$ cat src/rtl/scalar_product_seq_ctrl.sv
// Dot-product sequencer: feeds one element pair per clock to a shared external
// multiplier, accumulates the products and returns the sum over valid/ready.
module scalar_product_seq_ctrl #(
  parameter  int Nbits = 4,
  parameter  int Ndata = 8,
  localparam int ACCW  = 2 * Nbits + $clog2(Ndata)
) (
  input  logic                   clk,
  input  logic                   reset_n,
  input  logic                   clear,
  input  logic                   in_valid,
  output logic                   in_ready,
  input  logic [Ndata*Nbits-1:0] A,
  input  logic [Ndata*Nbits-1:0] B,
  output logic [Nbits-1:0]       mul_multiplier,
  output logic [Nbits-1:0]       mul_multiplicand,
  input  logic [2*Nbits-1:0]     mul_product,
  output logic                   out_valid,
  input  logic                   out_ready,
  output logic [ACCW-1:0]        result,
  output logic                   busy
);

  localparam int IDXW = $clog2(Ndata);
  localparam logic [IDXW-1:0] LastIdx = IDXW'(Ndata - 1);

  typedef enum logic [1:0] {
    IDLE = 2'd0,
    RUN  = 2'd1,
    DONE = 2'd2
  } state_t;

  state_t                 state_q;
  logic [ACCW-1:0]        acc_q;
  logic [ACCW-1:0]        acc_d;
  logic [IDXW-1:0]        idx_q;
  logic [Ndata*Nbits-1:0] a_sr_q;
  logic [Ndata*Nbits-1:0] b_sr_q;
  logic [ACCW-1:0]        result_q;
  logic                   out_valid_q;
  logic                   busy_q;

  assign acc_d = acc_q + ACCW'(mul_product);

  // Operands come straight from the shift-register heads, but only while running.
  assign mul_multiplier   = (state_q == RUN) ? a_sr_q[Nbits-1:0] : '0;
  assign mul_multiplicand = (state_q == RUN) ? b_sr_q[Nbits-1:0] : '0;

  assign in_ready  = reset_n && (state_q == IDLE);
  assign out_valid = out_valid_q;
  assign result    = result_q;
  assign busy      = busy_q;

  always_ff @(posedge clk or negedge reset_n) begin
    if (!reset_n) begin
      state_q     <= IDLE;
      acc_q       <= '0;
      idx_q       <= '0;
      a_sr_q      <= '0;
      b_sr_q      <= '0;
      result_q    <= '0;
      out_valid_q <= 1'b0;
      busy_q      <= 1'b0;
    end else if (clear) begin
      // Abort wins over both handshakes; the last delivered result is kept.
      state_q     <= IDLE;
      acc_q       <= '0;
      idx_q       <= '0;
      a_sr_q      <= '0;
      b_sr_q      <= '0;
      out_valid_q <= 1'b0;
      busy_q      <= 1'b0;
    end else begin
      case (state_q)
        IDLE: begin
          if (in_valid) begin
            a_sr_q  <= A;
            b_sr_q  <= B;
            acc_q   <= '0;
            idx_q   <= '0;
            busy_q  <= 1'b1;
            state_q <= RUN;
          end
        end
        RUN: begin
          acc_q  <= acc_d;
          a_sr_q <= a_sr_q >> Nbits;
          b_sr_q <= b_sr_q >> Nbits;
          idx_q  <= idx_q + 1'b1;
          if (idx_q == LastIdx) begin
            result_q    <= acc_d;
            out_valid_q <= 1'b1;
            state_q     <= DONE;
          end
        end
        DONE: begin
          if (out_ready) begin
            out_valid_q <= 1'b0;
            busy_q      <= 1'b0;
            state_q     <= IDLE;
          end
        end
        default: begin
          state_q     <= IDLE;
          out_valid_q <= 1'b0;
          busy_q      <= 1'b0;
        end
      endcase
    end
  end

endmodule

$ cat config.mk
export PLATFORM = sky130hd
export DESIGN_NAME = scalar_product_seq_ctrl
export DESIGN_NICKNAME = d
export VERILOG_FILES = /design/src/rtl/scalar_product_seq_ctrl.sv
export SDC_FILE = /design/constraint.sdc
export NUM_CORES = 1
export LEC_CHECK = 0
export ABC_AREA = 1
export CAP_MARGIN = 20
export CORE_UTILIZATION = 51
export DETAILED_ROUTE_END_ITERATION = 12
export PLACE_DENSITY = 0.88
export RECOVER_POWER = 25
export SLEW_MARGIN = 20
export SYNTH_ARGS = -nofsm -noshare
export SYNTH_HDL_FRONTEND = slang
export SYNTH_SLANG_ARGS = --single-unit
$ cat constraint.sdc
create_clock -name clk -period 1.9 [get_ports clk]
set_clock_uncertainty 0.05 [all_clocks]
set_input_delay 0.38 -clock clk [delete_from_list [all_inputs] [get_ports clk]]
set_output_delay 0.38 -clock clk [all_outputs]
set_load 0.005 [all_outputs]
==> metrics.yaml, run 1 <==
outcome: "finished, final reports clean"
critPathMaxFanout: 8
areaGrowthSynthToFinish_pct: 31.0
muxShareOfSynthArea: 0
port_buffers: 98
maxSlewHeadroom: 0.179
cp-start-kind: "flip-flop"
hold_viol: 0
place_area_um2: 5850
synth_xor_area_frac: 0.00376
cts.sinks: 93
timing.rr.start: "acc_q[0]"
cts_root_buf: "clkbuf_8"
die_area_um2: 9520
ios: 99
cp.arrival_ns: 1.42
wirelength_um: 11300
avgSynthCellArea_um2: 8.04
tightest_slew_ns: 1.23
p_per_area_nw_per_um2: 722
syn_area_um2: 4660
core_area_um2: 8760
critPathKind: "reg2out"
r2r-end: "result[6]"
ys_ff_latch: 93
ant_nets: 0
reg2reg_depth: 10
synthCells: 579
grt_usage: 0.247
period_minus_slack_ns: 1.85
r2r_setup_slack_ns: 0.12
grt_pass1_vias: 4303
diodes: 0
final_core_utilization: 0.696
cpPeakStageDelay_ns: 0.40
insertion_delay_ns: 0.36
gr-total-overflow: 0
final_area_um2: 6100
start_util: 0.531
drv_slew: 0
vias: 4259
place_congestion: 0.870
path_cells: "buf_4 -> nand2_8 -> buf_6 -> nor2_1 -> dlygate4sd2_1"
hold_class: "in2async"
cpMaxStageDelayCell: "dfrtp_1"
cts.clk_slew.worst_paths_ns: 0.10
grt_max_degree: 94
drc_errors: 0
yosysUniqueCellTypes: 30
finalSetupViolCount: 0
dp.final_hpwl_um: 7870
final_layout_size_suffix_gt1_frac: 0.0878
yosys.area_share.simple: 0.220
cts_made_buffers: 9
tritoncts: "yes"
final_common_cell: "nand2_1"
final_cell_mix: "nand2_1 (178), dfrtp_1 (93), clkdlybuf4s50_1 (88)"
synth_nets: 667
drt_iter0_markers: 228
period_share: 0.973
die_w_um: 97.5
synth_compound_area_frac: 0.154
die_h_um: 97.5
drv_cap: 0
fmax_ghz: 0.541
wl_per_cell_um: 14.1
row_count: 34
htree_levels: 3
yosysSeqAreaShare: 0.500
rsz0062_at_grt: "true"
n_fill_cell: 721
required_ns: 1.47
p_leak_nw: 2.97
cts_buffer_depth: 2
synth_top_family_by_area: "simple AND/OR/NAND/NOR gates"
synthAdderAreaFrac: 0.0312
endpoint_kind: "output port"
synth_warnings: 0
antenna_found_initial: 0
first_pass_iters: 5
ir_worst_vdd_mv: 0.366
nets: 778
detail_route.vias_per_cell: 5.30
grt_pass1_wl_um: 19100
-- worst max-delay path by stage --
| stage | start | end | slack (ns) | depth (start not counted) |
|---|---|---|---|---|
| CTS | mul_product[0] | result[6] | 0.004 | 11 |
| global route | acc_q[0] | result[6] | -0.03 | 10 |
| finish | state_q[0] | mul_multiplicand[3] | 0.05 | 5 |
| detailed placement | mul_product[0] | result[6] | -0.41 | 11 |
| floorplan | mul_product[0] | acc_q[6] | 0.18 | 10 |
| global placement | mul_product[0] | result[8] | -0.33 | 11 |
-- through the flow --
step	hold slack (ns)	cells	power (mW)	TNS, ns	worst slack, ns
3_5_place_dp	0.416	779	3.18	-7.86	-0.407
5_1_grt	0.470	803	4.65	-0.0324	-0.0258
2_1_floorplan	0.0344	579	2.75	0	0.178
3_3_place_gp	0.411	779	3.14	-3.47	-0.327
4_1_cts	0.0380	801	4.43	0	0.00373
6_report	0.403	803	4.41	0	0.0516
-- worst max-delay path: cells and delay by family (launching register included) --
kind | cells | cell delay, ns
buf+inv | 3 | 0.54
flops | 1 | 0.40
simple gates | 2 | 0.13
-- cell families (layout without fill, tap and decap cells) --
family          Yosys count  after routing
xor+xnor                  2              2
flops                    93             93
fa+ha+maj                11             11
simple gates            250            250
compound gates          129            129
buf+inv                  94            210
-- report_power, final --
part	switching, mW	leakage, nW	internal (mW)
Clock	0.714	0.0970	0.521
Combinational	0.510	1.63	0.429
Sequential	0.0795	1.24	2.15
-- sequential cells by signal, indices dropped and copies added, names as in the netlist --
name and cells:
busy 1, result 11, b_sr_q 32, out_valid 1, idx_q 3, acc_q 11, state_q 2, a_sr_q 32
-- Yosys cell counts --
| library cell | n | area share |
|---|---|---|
| fa_1 | 1 | 0.0043 |
| o21ai_1 | 30 | 0.032 |
| nand4_1 | 3 | 0.0040 |
| buf_1 | 1 | 0.00081 |
| o21bai_1 | 1 | 0.0016 |
| nand3b_1 | 3 | 0.0048 |
| buf_2 | 12 | 0.013 |
| a21oi_1 | 3 | 0.0032 |
| o21ai_0 | 69 | 0.074 |
| nor2_2 | 1 | 0.0013 |
| nor2_4 | 1 | 0.0024 |
| o21ai_2 | 1 | 0.0019 |
| nand3_1 | 37 | 0.040 |
| buf_4 | 5 | 0.0081 |
| clkbuf_2 | 2 | 0.0022 |
| ha_1 | 10 | 0.027 |
| dfrtp_1 | 93 | 0.50 |
| xnor2_1 | 2 | 0.0038 |
| clkbuf_1 | 4 | 0.0032 |
| a21boi_0 | 1 | 0.0016 |
| nor2_1 | 22 | 0.018 |
| buf_6 | 5 | 0.012 |
| inv_2 | 3 | 0.0024 |
| nand2_1 | 180 | 0.15 |
| inv_1 | 62 | 0.050 |
| a22o_1 | 2 | 0.0038 |
| nand2_2 | 1 | 0.0013 |
| a22oi_1 | 22 | 0.035 |
| or2_4 | 1 | 0.0019 |
| nor3_1 | 1 | 0.0011 |
-- final cells by class --
type	count	area [µm²]	area share
multi-input combinational	392	1940	0.318
inverter	65	244	0.0400
clock buffer	10	138	0.0226
tap	108	135	0.0221
sequential	93	2330	0.381
timing repair buffer	129	1270	0.209
clock inverter	6	45.0	0.00738
-- what timing repair did --
| action | CTS | global route |
|---|---|---|
| resized for setup | 13 | 8 |
| endpoints found under the setup margin | 13 | 8 |
| setup buffers | 6 | 2 |
| hold buffers | 0 | 0 |
| pin swaps | 0 | 6 |
| endpoints found under the hold margin | 0 | 0 |
-- metal layers --
| layer | GRT usage | part of all wire | up-vias | wire length, µm |
|---|---|---|---|---|
| met2 | 0.420 | 0.50 | 137 | 5610 |
| met1 | 0.313 | 0.43 | 2009 | 4820 |
| met4 | 0.0962 | 0.025 | 0 | 278 |
| li1 | - | - | 2086 | - |
| met5 | 0 | 0 | - | 0 |
| met3 | 0.0424 | 0.053 | 27 | 596 |
(Power assumes the default switching activity.)
==> inputs of run 2 (changes only) <==
CAP_MARGIN = not set   (was 20)
SETUP_SLACK_MARGIN = 0.1   (was not set)
==> metrics.yaml, run 2 (synthesis gave the netlist of run 1 again) <==
core_area_um2: 8760
instances_no_fill: 803
areaGrowthSynthToFinish_pct: 31.5
reg.largest.list: "a_sr_q (32), b_sr_q (32)"
diodes: 0
n_fill_cell: 717
drc_errors: 0
wl_per_cell_um: 14.0
grt_pass1_wl_um: 19000
final_common_cell: "nand2_1"
cp-start-kind: "primary input"
ios: 99
ant_nets: 0
p_per_area_nw_per_um2: 723
grt_pass1_vias: 4307
period_minus_slack_ns: 1.79
period_share: 0.942
htree_levels: 3
cts_root_buf: "clkbuf_8"
place_ws_ns: -0.407
row_count: 34
drv_slew: 0
fin_ws_ns: 0.110
p_leak_nw: 2.96
path_cells: "clkdlybuf4s50_1 -> ha_2 -> fa_2 -> nand2_2 -> inv_2 -> nand2_2 -> nand3_4 -> nand2_2 -> nand3b_1 -> nand3_1 -> nand2_1"
die_h_um: 97.5
dpl.cell_count: 779
place_congestion: 0.870
required_ns: 2.10
hold_viol: 0
cts.sinks: 93
rsz0062_at_grt: "true"
start_util: 0.531
cts_made_buffers: 9
cpPeakStageDelay_ns: 0.41
final_layout_size_suffix_gt1_frac: 0.0993
cts_buffer_depth: 2
antenna_found_initial: 0
dp.final_hpwl_um: 7870
die_w_um: 97.5
timing.rr.start: "acc_q[0]"
crit_top_cell: "nand2_2"
outcome: "finished, final reports clean"
final_core_utilization: 0.698
critPathKind: "in2reg"
grt_max_degree: 94
grt_usage: 0.246
vias: 4269
drv_cap: 0
tritoncts: "yes"
cts.clk_slew.worst_paths_ns: 0.10
finalSetupViolCount: 0
final_cell_mix: "nand2_1 (176), dfrtp_1 (93), clkdlybuf4s50_1 (88)"
critPathMaxFanout: 3
gr-total-overflow: 0
endpoint_kind: "flip-flop"
first_pass_iters: 5
detail_route.vias_per_cell: 5.32
cpMaxStageDelayCell: "clkdlybuf4s50_1"
fmax_ghz: 0.559
tightest_slew_ns: 1.23
nets: 778
reg2reg_depth: 10
ir_worst_vdd_mv: 0.366
maxSlewHeadroom: 0.181
hold_class: "in2async"
cp.arrival_ns: 1.99
die_area_um2: 9520
insertion_delay_ns: 0.36
drt_iter0_markers: 194
port_buffers: 98
wirelength_um: 11300
r2r-end: "result[6]"
r2r_setup_slack_ns: 0.12
==> run 2: cell types whose count changed in the layout (fill, tap and decap cells not counted), moves of 2 or more <==
cell / change
nand2_2: +2
o21ai_0: -5
o21ai_1: +5
nand2_1: -2
buf_2: +4
clkdlybuf4s15_1: -2
==> run 2: layout make-up <==
| class | count | area [µm²] | area share |
|---|---|---|---|
| multi-input combinational | 392 | 1970 | 0.321 |
| tap | 108 | 135 | 0.0221 |
| inverter | 65 | 246 | 0.0403 |
| timing repair buffer | 129 | 1260 | 0.206 |
| clock buffer | 10 | 138 | 0.0225 |
| clock inverter | 6 | 45.0 | 0.00736 |
| sequential | 93 | 2330 | 0.380 |
==> run 2: worst max-delay path: cells and delay by family <==
| kind | cells | cell delay, ns |
|---|---|---|
| buf+inv | 2 | 0.45 |
| simple gates | 7 | 0.60 |
| fa+ha+maj | 2 | 0.56 |
==> run 2: where the power goes <==
group / internal, mW / switching, mW / leakage (nW)
combinational: 0.437 / 0.515 / 1.63
clock: 0.521 / 0.718 / 0.0970
sequential: 2.15 / 0.0808 / 1.24
==> run 2: through the flow <==
| stage | power, mW | setup TNS (ns) | hold slack [ns] | area [µm²] |
|---|---|---|---|---|
| floorplan | 2.75 | 0 | 0.0344 | 4660 |
| global placement | 3.14 | -3.47 | 0.411 | 5850 |
| detailed placement | 3.18 | -7.86 | 0.416 | 5850 |
| CTS | 4.44 | 0 | 0.0380 | 6090 |
| global route | 4.66 | 0 | 0.470 | 6120 |
| finish | 4.42 | 0 | 0.383 | 6120 |
==> run 2: metal layers <==
| metal | up-vias | share of wire | track usage |
|---|---|---|---|
| li1 | 2090 | - | - |
| met1 | 2011 | 0.42 | 0.310 |
| met2 | 141 | 0.50 | 0.420 |
| met3 | 27 | 0.053 | 0.0424 |
| met4 | 0 | 0.024 | 0.0962 |
| met5 | - | 0 | 0 |
==> run 2: worst max-delay path by stage <==
stage	start	end	slack, ns
after floorplan	mul_product[0]	acc_q[6]	0.18
after global routing	acc_q[0]	result[6]	0.002
after CTS	mul_product[0]	result[6]	0.10
final	mul_product[0]	result[6]	0.11
after global placement	mul_product[0]	result[8]	-0.33
after detailed placement	mul_product[0]	result[6]	-0.41
==> run 2: repair_timing <==
item / 4_1_cts / 5_1_grt
hold buffers: 0 / 0
gates resized for setup: 30 / 12
setup endpoints to repair: 15 / 15
pin swaps: 0 / 7
setup buffers: 6 / 2
==> inputs of run 3 (changes only) <==
CTS_CLUSTER_DIAMETER = 60   (was not set)
TNS_END_PERCENT = 20   (was not set)
==> metrics.yaml, run 3 (synthesis gave the netlist of run 1 again) <==
outcome: "finished, final reports clean"
intPower_mw: 3.10
rsz0062_at_grt: "true"
drv_slew: 0
cts_root_buf: "clkbuf_8"
die_area_um2: 9520
final_common_cell: "nand2_1"
place_congestion: 0.870
final_area_um2: 6090
first_pass_iters: 5
reg2reg_depth: 10
dp.final_hpwl_um: 7870
p_per_area_nw_per_um2: 722
period_minus_slack_ns: 1.79
critPathMaxFanout: 3
seqCellArea_um2: 2330
final_cell_mix: "nand2_1 (176), dfrtp_1 (93), clkdlybuf4s50_1 (88)"
maxSlewHeadroom: 0.177
grt_pass1_vias: 4293
vias: 4227
final_core_utilization: 0.695
antenna_found_initial: 0
insertion_delay_ns: 0.36
p_leak_nw: 2.96
port_buffers: 98
met3_usage: 0.0424
ant_nets: 0
drc_errors: 0
cts.clk_slew.worst_paths_ns: 0.10
p_switching_mw: 1.30
grt_pass1_wl_um: 18900
pwr-share-seq: 0.507
finalSetupViolCount: 0
n_fill_cell: 726
cts_hold_buf: 0
combPwrFrac: 0.212
grt_usage: 0.244
wirelength_um: 11200
final_layout_size_suffix_gt1_frac: 0.0909
switching_share: 0.296
drv_cap: 0
place_area_um2: 5850
ios: 99
clkPwrFrac: 0.281
required_ns: 2.10
cp.arrival_ns: 1.99
hold_class: "in2async"
met2_usage: 0.420
hold_viol: 0
top_usage_layer: "met2"
drt_iter0_markers: 249
endpoint_kind: "flip-flop"
ir_worst_vdd_mv: 0.367
detail_route.vias_per_cell: 5.28
period_share: 0.941
cp-start-kind: "primary input"
cts_buffer_depth: 2
fmax_ghz: 0.559
nets: 776
diodes: 0
row_count: 34
reg.largest.list: "a_sr_q (32), b_sr_q (32)"
die_w_um: 97.5
tns_ns: 0
tritoncts: "yes"
areaGrowthSynthToFinish_pct: 30.9
cts_made_buffers: 9
die_h_um: 97.5
gr-total-overflow: 0
htree_levels: 3
cts.sinks: 93
wl_per_cell_um: 14.0
use_met1: 0.309
grt_max_degree: 94
core_area_um2: 8760
start_util: 0.531
multiInputGateArea_um2: 1950
tightest_slew_ns: 1.23
critPathKind: "in2reg"
## run 3: final timing paths
path	startpoint	to	slack, ns
max in group asynchronous	reset_n	b_sr_q[13]	0.63
min reg2reg	result[7]	result[7]	0.43
min	reset_n	result[0]	0.38
max	mul_product[0]	acc_q[6]	0.11
max reg2reg	acc_q[0]	acc_q[6]	0.13
min in group clk	result[7]	result[7]	0.43
## run 3: final cells by class
cell class              count  share of cell area
flip-flops and latches     93               0.382
multi-input cells         392               0.320
repair buffers            127               0.206
inverters                  65              0.0400
clock buffers              10              0.0226
well taps                 108              0.0222
clock inverters             6             0.00739
## run 3: power by group through the flow
| stage | combinational, mW | clock [mW] | sequential (mW) |
|---|---|---|---|
| 3_3_place_gp | 0.880 | 0 | 2.26 |
| 6_report | 0.933 | 1.24 | 2.23 |
| 5_1_grt | 1.04 | 1.35 | 2.25 |
| 2_1_floorplan | 0.505 | 0 | 2.24 |
| 3_5_place_dp | 0.913 | 0 | 2.27 |
| 4_1_cts | 0.931 | 1.26 | 2.23 |
## run 3: stage by stage
step	power, mW	setup slack, ns	hold WS, ns	instances
after floorplan	2.75	0.178	0.0344	579
after global placement	3.14	-0.327	0.411	779
after detailed placement	3.18	-0.407	0.416	779
after CTS	4.42	0.100	0.0380	799
after global routing	4.64	0.00234	0.470	801
final	4.40	0.111	0.381	801
## run 3: critical path, cell delays in order
cell and delay, ns:
clkdlybuf4s50_1 0.41, ha_2 0.19, fa_2 0.37, nand2_2 0.07, inv_2 0.04, nand2_2 0.06, nand3_4 0.08, nand2_2 0.10
nand3b_1 0.12, nand3_1 0.11, nand2_1 0.06
## run 3: layer usage
| layer | vias up | share of wire |
|---|---|---|
| met3 | 22 | 0.047 |
| met1 | 1989 | 0.43 |
| li1 | 2090 | - |
| met5 | - | 0 |
| met2 | 126 | 0.50 |
| met4 | 0 | 0.018 |
## run 3: what timing repair did
action,CTS,global route
setup endpoints to repair,15,14
gates cloned,0,0
pin swaps,0,6
setup buffers,4,2
gates resized for setup,19,5
